===== config.mk =====
export PLATFORM = sky130hd
export DESIGN_NAME = ifetch_queue
export DESIGN_NICKNAME = d
export VERILOG_FILES = /design/src/rtl/ifetch_queue.sv
export SDC_FILE = /design/constraint.sdc
export NUM_CORES = 1
export LEC_CHECK = 0
export ABC_AREA = 1
export BUFFER_PORTS_ARGS = -buffer_cell sky130_fd_sc_hd__clkbuf_2
export CORE_MARGIN = 10
export CORE_UTILIZATION = 53
export DETAILED_ROUTE_END_ITERATION = 16
export PLACE_DENSITY = 0.77
export REMOVE_ABC_BUFFERS = 1
export SLEW_MARGIN = 20
export SYNTH_ARGS = -nofsm -noshare
export SYNTH_HDL_FRONTEND = slang
export SYNTH_SLANG_ARGS = --single-unit
export TNS_END_PERCENT = 1

===== constraint.sdc =====
create_clock -name clk -period 5.4 [get_ports clk]
set_input_delay 1.08 -clock clk [delete_from_list [all_inputs] [get_ports clk]]
set_output_delay 1.08 -clock clk [all_outputs]
set_load 0.05 [all_outputs]

===== src/rtl/ifetch_queue.sv =====
// Instruction prefetch queue: owns the fetch PC, keeps one read outstanding to
// instruction memory and hands buffered words with their PC to execute.
module ifetch_queue #(
  parameter int          DEPTH    = 4,
  parameter logic [31:0] RESET_PC = 32'h0000_0000
) (
  input  logic        clk,
  input  logic        rstd,
  output logic        mem_req,
  output logic [31:0] mem_addr,
  input  logic        mem_ack,
  input  logic [31:0] mem_rdata,
  output logic        ins_valid,
  output logic [31:0] ins,
  output logic [31:0] ins_pc,
  input  logic        ins_ready,
  input  logic        redirect,
  input  logic [31:0] redirect_pc
);

  localparam int AW = $clog2(DEPTH);
  localparam int CW = AW + 1;
  localparam logic [CW-1:0] DEPTH_C = CW'(DEPTH);

  typedef enum logic [0:0] {
    IDLE = 1'b0,
    WAIT = 1'b1
  } state_t;

  state_t        state;
  state_t        state_n;
  logic [31:0]   fetch_pc;
  logic [31:0]   fetch_pc_n;
  logic [31:0]   mem_addr_n;
  logic          mem_req_n;
  logic          drop;
  logic          drop_n;
  logic [CW-1:0] count;
  logic [CW-1:0] count_n;
  logic [CW-1:0] count_pop;
  logic [AW-1:0] rd_ptr;
  logic [AW-1:0] wr_ptr;
  logic [AW-1:0] rd_ptr_n;
  logic [AW-1:0] wr_ptr_n;
  logic [31:0]   data_q [DEPTH];
  logic [31:0]   pc_q   [DEPTH];
  logic          ins_valid_n;
  logic [31:0]   ins_n;
  logic [31:0]   ins_pc_n;
  logic          pop;
  logic          ack;
  logic          push;
  logic          issue;
  logic [31:0]   redir_pc;
  logic          unused_pc_bits;

  assign unused_pc_bits = ^redirect_pc[1:0];

  // State register.
  always_ff @(posedge clk or negedge rstd) begin
    if (!rstd) begin
      state <= IDLE;
    end else begin
      state <= state_n;
    end
  end

  // Next-state: a request is issued only when no read is in flight after this
  // edge and the post-edge occupancy leaves a free slot for its data.
  always_comb begin
    pop       = ins_valid & ins_ready & ~redirect;
    ack       = (state == WAIT) & mem_ack;
    push      = ack & ~drop & ~redirect;
    count_pop = count - CW'(pop);
    if (redirect) begin
      count_n = {CW{1'b0}};
    end else begin
      count_n = count_pop + CW'(push);
    end
    issue   = ((state == IDLE) | ack) & (count_n < DEPTH_C);
    state_n = IDLE;
    case (state)
      IDLE:    state_n = issue ? WAIT : IDLE;
      WAIT:    state_n = (ack & ~issue) ? IDLE : WAIT;
      default: state_n = IDLE;
    endcase
  end

  // Output/datapath next values; fetch_pc is always the address of the next
  // word to be accepted into the queue.
  always_comb begin
    redir_pc = {redirect_pc[31:2], 2'b00};
    if (redirect) begin
      fetch_pc_n = redir_pc;
    end else if (push) begin
      fetch_pc_n = fetch_pc + 32'd4;
    end else begin
      fetch_pc_n = fetch_pc;
    end
    mem_addr_n = issue ? fetch_pc_n : mem_addr;
    mem_req_n  = (state_n == WAIT);
    if (redirect && (state == WAIT) && !mem_ack) begin
      drop_n = 1'b1;
    end else if (ack) begin
      drop_n = 1'b0;
    end else begin
      drop_n = drop;
    end
    if (redirect) begin
      rd_ptr_n = {AW{1'b0}};
      wr_ptr_n = {AW{1'b0}};
    end else begin
      rd_ptr_n = rd_ptr + AW'(pop);
      wr_ptr_n = wr_ptr + AW'(push);
    end
    ins_valid_n = (count_n != {CW{1'b0}});
    // A push into an otherwise empty queue bypasses storage into the head.
    if (ins_valid_n && (count_pop == {CW{1'b0}})) begin
      ins_n    = mem_rdata;
      ins_pc_n = mem_addr;
    end else if (ins_valid_n) begin
      ins_n    = data_q[rd_ptr_n];
      ins_pc_n = pc_q[rd_ptr_n];
    end else begin
      ins_n    = ins;
      ins_pc_n = ins_pc;
    end
  end

  // Control and head registers.
  always_ff @(posedge clk or negedge rstd) begin
    if (!rstd) begin
      fetch_pc  <= RESET_PC;
      mem_req   <= 1'b0;
      mem_addr  <= RESET_PC;
      drop      <= 1'b0;
      count     <= {CW{1'b0}};
      rd_ptr    <= {AW{1'b0}};
      wr_ptr    <= {AW{1'b0}};
      ins_valid <= 1'b0;
      ins       <= 32'h0000_0000;
      ins_pc    <= 32'h0000_0000;
    end else begin
      fetch_pc  <= fetch_pc_n;
      mem_req   <= mem_req_n;
      mem_addr  <= mem_addr_n;
      drop      <= drop_n;
      count     <= count_n;
      rd_ptr    <= rd_ptr_n;
      wr_ptr    <= wr_ptr_n;
      ins_valid <= ins_valid_n;
      ins       <= ins_n;
      ins_pc    <= ins_pc_n;
    end
  end

  // Queue storage; contents are only meaningful below count.
  always_ff @(posedge clk) begin
    if (push) begin
      data_q[wr_ptr] <= mem_rdata;
      pc_q[wr_ptr]   <= mem_addr;
    end
  end

endmodule


==> summary.txt, run 1 <==
Power
  • Sw frac: between 30% and 40%
  • Total Power: between 9 and 10 mW
  • Peak supply drop: 0.336 mV
  • Comb power frac: 31.6%
  • Leakage: roughly 8.6 nW
  • Switching power: 3.79 mW
  • Pwr dens: 511 mW/mm2
  • Internal: 6.13 mW
  • Clock power frac: 28.3%
  • Reg power frac: 40.1%

GRT
  • Antenna violations before repair: 0
  • Remaining global-route overflow: 0
  • Largest net degree at the start of global routing: 85
  • First-pass GRT wire length: 64500 um
  • Vias in the first global route: 12300
  • GRT Resource Usage Total: 20.5%

Min path
  • Hold Crit Depth: 2
  • Hold Path Class: reg -> reg
  • HP Start: fetch_pc[1]

STA
  • Worst-margin pin slew: a little over 0.9 ns
  • RSZ-0062 raised after global routing: false
  • Fmax: about 290 MHz
  • Layout Skew: 0.0166 ns
  • Final Slew Violations: 0
  • Relative slew slack: 37.9%
  • Crit share post-route: 64.4%
  • Final hold violation count: 0
  • Minimum clock period: 3.48 ns
  • Worst setup margin: 1.92 ns
  • Final Setup Violations: 0

Clocking
  • Post-CTS setup buffer count: 0
  • Post-CTS sizing: 0
  • # hold bufs at CTS: 0
  • CTS tree: built
  • Clock Path Buffers: 3
  • CTS buffer count: 40
  • Depth of the CTS H-tree: 2
  • Reg clk slew, reported paths: 0.06 ns
  • Clk sink count: 394
  • Worst-skew pair later-pin latency: 0.53 ns
  • Clk root buf: clkbuf_16

Detailed routing
  • DR iter-0 viols: roughly 590
  • Wirelength per Cell: 17.1 um
  • Vias per inst: 5.26
  • DRC violations left: 0
  • Post-DRT Antenna Nets: 0
  • Drt pass-1 iters: 5
  • Drt total wl: 39700 um
  • Vias: between 10000 and 15000

Critical path
  • Crit path DAT: 3.89 ns
  • Reg2reg path depth: 14
  • Critical Path RT: 5.81 ns
  • Origin of the critical flop-to-flop path: ins_valid
  • Worst-path cell chain: clkbuf_2, buf_4, nor3_4, ha_1, ha_1, inv_1, nand2_1, nand3_1, nand2_4, buf_12, nand2_1, o22ai_1, inv_1
  • Slowest CP cell: nand2_4
  • CP Max Fanout: 84
  • CP Launch Point: redirect
  • Slowest stage delay, CP: 0.47 ns
  • CP endpoint kind: flip-flop
  • CP Class: in -> reg
  • Critical Path Start Type: primary input

Logic synthesis
  • Syn Area/Cell: 9.70 um2
  • Synth Register Bits: 394
  • Most common cell in the netlist: nand2_1
  • Synth cell types: 36
  • Cell taking the most area after synthesis: edfxtp_1
  • Commonest cells in the netlist: 826 x nand2_1, 256 x edfxtp_1, 138 x dfrtp_1
  • Ys async rst share: 35.0%
  • Synth Flop Type: edfxtp_1
  • Top area cells in the synthesized netlist: edfxtp_1 46%, dfrtp_1 20%, nand2_1 18%
  • Sequential fraction of the synthesis area: roughly two thirds
  • EDFF count, synth: 256
  • YS warnings: 0
  • Post-Syn Area: 0.0169 mm2
  • Gate Count Post-Synth: 1742
  • Yosys top cell area share: 45.5%

Floorplan
  • Die height: 199 um
  • # rows: 65
  • Core Area: about 0.031 mm2
  • Die width: slightly below 200 um
  • Initial Utilization: 53.7%
  • Io pins: 167
  • Die ar.: approximately 0.039 mm2

Placement
  • RD Place Congestion: just under 0.9
  • Port bufs: 164
  • Hpwl dp: between 20000 and 25000 um
  • Place WS: 1.40 ns
  • Placed instance area: 0.0181 mm2

Final layout
  • Antenna cells: 0
  • Design area: 0.0194 mm2
  • # fillers: between 2000 and 3000
  • Final Net Count: roughly 2000
  • Share of cells above drive strength 1: 14.4%
  • Area grow syn2layout: 15.0%

Outcome
  • Status: finished clean

Job
  • Max Cap Violations: 0
-- placed cells by master, fill, tap and decap left out, drive strengths merged --
cell type  count
a21oi         67
a31oi          5
ha             7
o21bai         5
clkbuf       218
nand3         47
nand4         10
a21boi         9
buf           21
inv          116
bufinv         5
edfxtp       256
clkinv        13
xnor2          2
nand3b         2
and2           4
o21ai         15
dfrtp        138
nand2        827
xor2           4
or2           12
o211ai         1
a21o           1
o22ai         63
nor2          58
nor3          10
-- layout make-up --
cell class	count	area [um2]	share of cell area (%)
well taps	402	503	2.59
clock buffers	55	1120	5.76
inverters	115	434	2.24
repair buffers	184	1040	5.35
multi-input cells	1149	4960	25.5
flip-flops and latches	394	11100	57.4
clock inverters	19	226	1.17
-- layer usage --
layer	global-route usage (%)	share of wire [%]
met5	0	0
met4	5.31	1.8
met3	3.55	6.0
met2	35.6	50
met1	26.0	42
-- power groups by stage --
stage	combinational [mW]	clock (mW)	sequential (mW)
final	3.13	2.81	3.98
after global routing	3.43	3.00	4.03
after CTS	3.17	2.87	3.98
after detailed placement	3.15	0	4.04
after global placement	3.09	0	4.02
after floorplan	1.33	0	5.02
-- through the flow --
stage	setup TNS, ns	utilization, %	hold WS (ns)	std cells
after floorplan	-504.25	-	0.459	1658
after global placement	0	57.4	0.470	2244
after detailed placement	0	57.4	0.473	2244
after CTS	0	61.7	0.490	2318
after global routing	0	61.7	0.508	2318
final	0	61.7	0.489	2318
-- critical path: cells and delay by family --
family / cells / cell delay [ns]
AO/OA/AOI/OAI: 1 / 0.16
AND/OR/NAND/NOR: 5 / 1.20
buffers and inverters: 5 / 0.97
adder cells (fa/ha/maj): 2 / 0.40
-- kinds of logic (layout without fill, tap and decap cells) --
logic type,Yosys count,in the layout,synth area share (%)
flip-flops,394,394,65.9
AO/OA/AOI/OAI,166,166,5.66
XOR/XNOR,6,6,0.311
adder cells (fa/ha/maj),7,7,0.518
AND/OR/NAND/NOR,970,970,22.6
buffers and inverters,199,373,4.98
-- worst paths after layout --
kind	slack (ns)	to
min	0.49	fetch_pc[1]
max in group asynchronous	3.81	ins_pc[29]
min in group asynchronous	0.50	ins[14]
max reg2reg	2.41	ins[14]
max	1.92	ins[14]
min reg2reg	0.49	fetch_pc[1]
-- sequential cells by signal (all words and copies together) (netlist names) --
register   count
data_q       128
ins_pc        32
mem_req        1
wr_ptr         2
mem_addr      32
ins           32
fetch_pc      32
drop           1
pc_q         128
rd_ptr         2
count          3
ins_valid      1
(Power assumes the default switching activity.)
==> run 2: changes to the inputs <==
==> constraint.sdc (replaced) <==
create_clock -name clk -period 3 [get_ports clk]
set_input_delay 0.6 -clock clk [delete_from_list [all_inputs] [get_ports clk]]
set_output_delay 0.6 -clock clk [all_outputs]
set_load 0.05 [all_outputs]
==> run 2 against run 1 <==
Clock skew rose by 0.0037 ns. Largest power group unchanged. Register-to-register slack got worse by 1.8 ns. Final area up 0.88%. Highest routed layer unchanged. First-iteration DRC count rose by 27%.
==> summary.txt, run 2 (synthesis results as in run 1) <==
Outcome
  • Status: finished clean

STA
  • Fmax: 417 MHz
  • RSZ-0062 raised after global routing: false
  • Relative slew slack: 55.6% (+18 points)
  • Final Slew Violations: 0 (unchanged)
  • Final hold violation count: 0 (unchanged)
  • Minimum clock period: about 2.4 ns
  • Layout Skew: 0.0202 ns (+0.00365 ns)
  • Final Setup Violations: 0 (unchanged)
  • Fin Setup TNS: 0 ns (unchanged)
  • Crit share post-route: 80.0%
  • Worst-margin pin slew: 0.666 ns (-0.266 ns)

Floorplan
  • Io pins: 167 (unchanged)
  • # rows: 65 (unchanged)
  • Initial Utilization: 53.7% (unchanged)
  • Die width: 199 um (unchanged)
  • Die ar.: 0.0394 mm2 (unchanged)
  • Die height: 199 um (unchanged)
  • Core Area: 0.0315 mm2 (unchanged)

Detailed routing
  • Drt total wl: 40300 um (+1.6%)
  • Vias per inst: 5.25 (-0.12%)
  • DR iter-0 viols: 753 (+27%)
  • DRC violations left: 0 (unchanged)
  • Drt pass-1 iters: 5 (unchanged)
  • Wirelength per Cell: 17.3 um (+0.86%)
  • Post-DRT Antenna Nets: 0 (unchanged)
  • Vias: 12300 (+0.57%)

Placement
  • Placed cell count: 2263 (+0.85%)
  • Port bufs: 164 (unchanged)
  • Hpwl dp: 25100 um (+5.5%)
  • RD Place Congestion: 0.903 (+1.9%)

Final layout
  • Commonest non-fill, non-tap cell in the layout: nand2_1
  • Share of cells above drive strength 1: 15.4% (+0.97 points)
  • Area occupied by multi-input gates: 0.00496 mm2 (unchanged)
  • Most frequent cells in the layout: 824 x nand2_1, 256 x edfxtp_1, 163 x clkbuf_2, 138 x dfrtp_1, 111 x inv_1
  • Antenna cells: 0 (unchanged)
  • Register area: 0.0111 mm2 (unchanged)
  • Post-Layout Cell Count: 2334 (+0.69%)
  • Final Net Count: 1979 (+0.97%)
  • Area grow syn2layout: 16.0%
  • Top Registers: data_q: 128 flops, pc_q: 128 flops
  • Final core utilization: 62.3% (+0.54 points)
  • # fillers: 2532 (-1.4%)

Power
  • Internal: 11.0 mW (+79%)
  • Comb power frac: 32.7% (+1.1 points)
  • Sw frac: 38.7% (+0.57 points)
  • Switching power: 6.93 mW (+83%)
  • Leakage: 8.65 nW (+1.0%)
  • Clock power frac: 27.2% (-1.1 points)
  • Pwr dens: 913 mW/mm2 (+79%)
  • Peak supply drop: 0.759 mV (+130%)
  • Reg power frac: 40.1% (about the same)

Job
  • Max Cap Violations: 0 (unchanged)

Clocking
  • Worst-skew pair later-pin latency: 0.53 ns (about the same)
  • CTS tree: built
  • # hold bufs at CTS: 0 (unchanged)
  • Clk sink count: 394 (unchanged)
  • Depth of the CTS H-tree: 2 (unchanged)
  • Post-CTS sizing: 0 (unchanged)
  • Reg clk slew, reported paths: 0.06 ns (about the same)
  • Clk root buf: clkbuf_16
  • CTS buffer count: 40 (unchanged)
  • Post-CTS setup buffer count: 0 (unchanged)
  • Clock Path Buffers: 3 (unchanged)

Critical path
  • CP Max Fanout: 45 (-46%)
  • CP endpoint kind: flip-flop
  • Crit path DAT: 2.80 ns (-1.09 ns)
  • Critical Path RT: 3.40 ns (-2.41 ns)
  • CP Class: reg -> reg
  • Critical Path Start Type: flip-flop

GRT
  • Remaining global-route overflow: 0 (unchanged)
  • Largest net degree at the start of global routing: 85 (unchanged)
  • Antenna violations before repair: 0 (unchanged)
  • Vias in the first global route: 12200 (-0.82%)
  • GRT Resource Usage Total: 20.4% (-0.14 points)
  • First-pass GRT wire length: 63800 um (-1.1%)

Min path
  • Hold Path Class: in -> async
run 2: cell types whose count changed in the layout (fill, tap and decap cells not counted), sizes merged:
cell,change
buf,+19
bufinv,-4
clkinvlp,+4
clkbuf,-3
run 2: layout make-up:
class | instances | area share [%]
Timing Repair Buffer | 203 | 6.42
Clock buffer | 52 | 5.91
Multi-Input combinational cell | 1149 | 25.3
Sequential cell | 394 | 56.9
Tap cell | 402 | 2.57
Clock inverter | 19 | 0.715
Inverter | 115 | 2.22
run 2: per-layer routing:
layer	part of all wire (%)	up-vias	wire length (um)	GRT usage (%)
met3	6.7	48	2720	4.24
met4	1.5	0	611	5.17
met1	42	5850	17000	25.5
met2	49	340	19900	35.3
li1	-	6024	-	-
met5	0	-	0	0
run 2: worst max-delay path: stages, from the launching register on:
cell and delay [ns]:
dfrtp_1 0.37, nand2_1 0.06, nor2_1 0.05, ha_1 0.19, ha_1 0.27, inv_1 0.06
ha_1 0.27, inv_1 0.04, nor2_1 0.12, nor2_1 0.09, nand2_4 0.19, buf_12 0.26
nand2_1 0.08, o22ai_1 0.14, inv_1 0.07
run 2: power groups by stage:
stage	Sequential (mW)	Combinational (mW)	Clock, mW
after detailed placement	7.28	5.89	0
after CTS	7.17	5.91	4.95
after global routing	7.26	6.38	5.17
final	7.17	5.86	4.87
after floorplan	9.04	2.09	0
after global placement	7.23	5.77	0
run 2: final timing paths:
kind,start,to,slack (ns),cells past startpoint
min,rstd,ins[27],0.09,1
min in group clk,redirect_pc[3],fetch_pc[3],0.31,3
min reg2reg,fetch_pc[0],fetch_pc[0],0.48,2
max in group asynchronous,rstd,ins[26],2.12,2
max reg2reg,ins_valid,ins[5],0.60,14
max,ins_valid,ins[5],0.60,14
run 2: per-stage QoR:
step | total power [mW] | instance area [um2] | hold slack (ns) | setup slack [ns]
floorplan | 11.1 | 16500 | 0.304 | -5.31
global placement | 13.0 | 18300 | 0.468 | 0.310
detailed placement | 13.2 | 18300 | 0.474 | 0.238
CTS | 18.0 | 19600 | 0.101 | 0.617
global route | 18.8 | 19600 | 0.118 | 0.395
finish | 17.9 | 19600 | 0.0908 | 0.601
==> run 3: changes to the inputs <==
--- a/config.mk
+++ b/config.mk
@@ -8,9 +8,9 @@
 export ABC_AREA = 1
 export BUFFER_PORTS_ARGS = -buffer_cell sky130_fd_sc_hd__clkbuf_2
 export CORE_MARGIN = 10
-export CORE_UTILIZATION = 53
+export CORE_UTILIZATION = 59
 export DETAILED_ROUTE_END_ITERATION = 16
-export PLACE_DENSITY = 0.77
+export PLACE_DENSITY = 0.81
 export REMOVE_ABC_BUFFERS = 1
 export SLEW_MARGIN = 20
 export SYNTH_ARGS = -nofsm -noshare
==> constraint.sdc (replaced) <==
create_clock -name clk -period 2.5 [get_ports clk]
set_input_delay 0.5 -clock clk [delete_from_list [all_inputs] [get_ports clk]]
set_output_delay 0.5 -clock clk [all_outputs]
set_load 0.05 [all_outputs]
==> run 3 against run 2 <==
Maximum frequency is 2.0% lower. Die area is 9.2% lower. Via count is 4.5% higher. First-iteration DRC count is 58% higher. Critical path depth is 1 lower. Combinational power is 28% higher. Non-clock buffer count is 33 higher. Wire length is 4.4% higher. Sequential share of layout area is 1.3 points lower. Clock skew is 0.011 ns lower. Global-route usage is 2.6 points higher.
==> summary.txt, run 3 (synthesis results as in run 1) <==
Power
  • Internal: 13.4 mW (+22%)
  • Pwr dens: 1090 mW/mm2 (+20%)
  • Peak supply drop: 0.669 mV (-12%)
  • Switching power: 8.54 mW (+23%)
  • Clock power frac: 26.1% (-1.1 points)
  • Leakage: 8.89 nW (+2.8%)
  • Reg power frac: 39.5% (-0.6 points)
  • Total Power: 21.9 mW (+22%)
  • Comb power frac: 34.4% (+1.7 points)
  • Sw frac: 39.0% (+0.24 points)

Critical path
  • Worst r2r dst: ins[5]
  • Crit path DAT: 2.85 ns (+0.05 ns)
  • Slowest stage delay, CP: 0.38 ns (about the same)
  • Worst-path cell chain: nand2_1, nor2_2, ha_1, inv_1, ha_1, ha_1, inv_1, nor2_1, nor2_2, nand2_8, clkbuf_16, o22ai_1, inv_1
  • CP Class: reg -> reg
  • Critical Path Start Type: flip-flop
  • R2R setup slack: 0.05 ns (-0.55 ns)
  • Slowest CP cell: dfrtp_1
  • CP endpoint kind: flip-flop
  • Origin of the critical flop-to-flop path: ins_valid
  • Reg2reg path depth: 13 (-1)
  • Critical Path RT: 2.91 ns (-0.49 ns)
  • CP Max Fanout: 20 (-56%)

Detailed routing
  • DR iter-0 viols: 1187 (+58%)
  • Wirelength per Cell: 17.9 um (+3.8%)
  • Drt pass-1 iters: 5 (unchanged)
  • Vias per inst: 5.46 (+4.0%)
  • Post-DRT Antenna Nets: 0 (unchanged)
  • Vias: 12800 (+4.5%)
  • Drt total wl: 42100 um (+4.4%)
  • DRC violations left: 0 (unchanged)

Floorplan
  • # rows: 61 (-6.2%)
  • Core Area: 0.0280 mm2 (-11%)
  • Die width: 189 um (-4.7%)
  • Die ar.: 0.0358 mm2 (-9.2%)
  • Io pins: 167 (unchanged)
  • Die height: 189 um (-4.7%)
  • Initial Utilization: 60.3% (+6.6 points)

Clocking
  • CTS tree: built
  • Reg clk slew, reported paths: 0.06 ns (about the same)
  • Clk root buf: clkbuf_16
  • Depth of the CTS H-tree: 2 (unchanged)
  • CTS buffer count: 40 (unchanged)
  • Post-CTS setup buffer count: 0 (unchanged)
  • Worst-skew pair later-pin latency: 0.53 ns (about the same)
  • Clk sink count: 394 (unchanged)
  • Clock Path Buffers: 3 (unchanged)

STA
  • RSZ-0062 raised after global routing: true
  • Fin Setup TNS: 0 ns (unchanged)
  • Worst setup margin: 0.0518 ns (-0.549 ns)
  • Crit share post-route: 97.9% (+18 points)
  • Fmax: 408 MHz (-2.0%)
  • Final hold violation count: 0 (unchanged)
  • Worst-margin pin slew: 0.550 ns (-0.115 ns)
  • Final Setup Violations: 0 (unchanged)
  • Minimum clock period: 2.45 ns (+0.0493 ns)
  • Layout Skew: 0.00932 ns (-0.0109 ns)
  • Relative slew slack: 63.2% (+7.6 points)
  • Final Slew Violations: 0 (unchanged)

GRT
  • GRT Resource Usage Total: 23.0% (+2.6 points)
  • Largest net degree at the start of global routing: 54 (-36%)
  • First-pass GRT wire length: 66400 um (+4.1%)
  • Antenna violations before repair: 0 (unchanged)
  • Vias in the first global route: 12700 (+4.3%)
  • Remaining global-route overflow: 0 (unchanged)

Placement
  • Hpwl dp: 26900 um (+7.3%)
  • Place WS: -0.168 ns (-0.406 ns)
  • RD Place Congestion: 0.922 (+2.1%)
  • Placed instance area: 0.0187 mm2 (+2.4%)
  • Port bufs: 164 (unchanged)

Final layout
  • Final core utilization: 71.6% (+9.4 points)
  • Most frequent cells in the layout: 824 x nand2_1, 256 x edfxtp_1, 163 x clkbuf_2, 138 x dfrtp_1, 111 x inv_1
  • Antenna cells: 0 (unchanged)
  • Share of cells above drive strength 1: 16.5% (+1.1 points)
  • Top Registers: data_q: 128 flops, pc_q: 128 flops
  • Final Net Count: 2012 (+1.7%)
  • Area grow syn2layout: 18.8%
  • # fillers: 1951 (-23%)
  • Commonest non-fill, non-tap cell in the layout: nand2_1
  • Design area: 0.0201 mm2 (+2.4%)

Job
  • Max Cap Violations: 0 (unchanged)

Outcome
  • Status: finished clean

Min path
  • HP Start: mem_rdata[0]
  • Destination of the worst hold path: data_q[0][0]
  • Hold Crit Depth: 1
  • Hold Path Class: in -> reg
-- run 3: worst max path at each step --
stage	from	to	slack, ns	depth (start not counted)
6_report	ins_valid	ins[5]	0.05	13
5_1_grt	ins_valid	ins_pc[14]	-0.04	13
4_1_cts	ins_valid	ins[5]	0.04	14
3_5_place_dp	ins_ready	ins[5]	-0.17	15
3_3_place_gp	ins_ready	mem_addr[18]	0.01	15
2_1_floorplan	ins_valid	ins[1]	-5.81	12
-- run 3: layout make-up --
| type | count | area (um2) | area share (%) |
|---|---|---|---|
| multi-input combinational | 1149 | 4980 | 24.8 |
| sequential | 394 | 11100 | 55.5 |
| timing repair buffer | 236 | 1780 | 8.89 |
| clock inverter | 24 | 174 | 0.867 |
| tap | 378 | 473 | 2.36 |
| inverter | 115 | 434 | 2.16 |
| clock buffer | 50 | 1080 | 5.38 |
-- run 3: timing repair --
action | in CTS | in global routing
gates resized for setup | 0 | 6
setup endpoints to repair | 0 | 81
hold buffers | 1 | 0
hold endpoints to repair | 21 | 0
-- run 3: power by group through the flow --
stage	combinational, mW	sequential, mW	clock, mW
finish	7.53	8.65	5.72
global route	8.17	8.75	6.07
CTS	7.41	8.65	5.77
detailed placement	7.36	8.77	0
global placement	7.15	8.72	0
floorplan	2.43	10.9	0
-- run 3: layer usage --
metal / GRT usage (%) / part of all wire [%] / wire length [um]
met5: 0 / 0 / 0
met4: 5.49 / 1.7 / 699
met3: 3.99 / 8.1 / 3430
met2: 38.1 / 49 / 20500
met1: 30.9 / 41 / 17500
-- run 3: metrics by stage --
step | hold slack, ns | std cells
global route | 0.203 | 2346
global placement | 0.390 | 2269
CTS | 0.199 | 2344
detailed placement | 0.401 | 2269
finish | 0.210 | 2346
floorplan | 0.204 | 1658
-- run 3: worst max-delay path: cells and delay by family (launching register included) --
kind | cells | cell delay [ns]
AND/OR/NAND/NOR | 5 | 0.60
AO/OA/AOI/OAI | 1 | 0.20
buffers and inverters | 4 | 0.41
flip-flops | 1 | 0.38
adder cells (fa/ha/maj) | 3 | 0.73
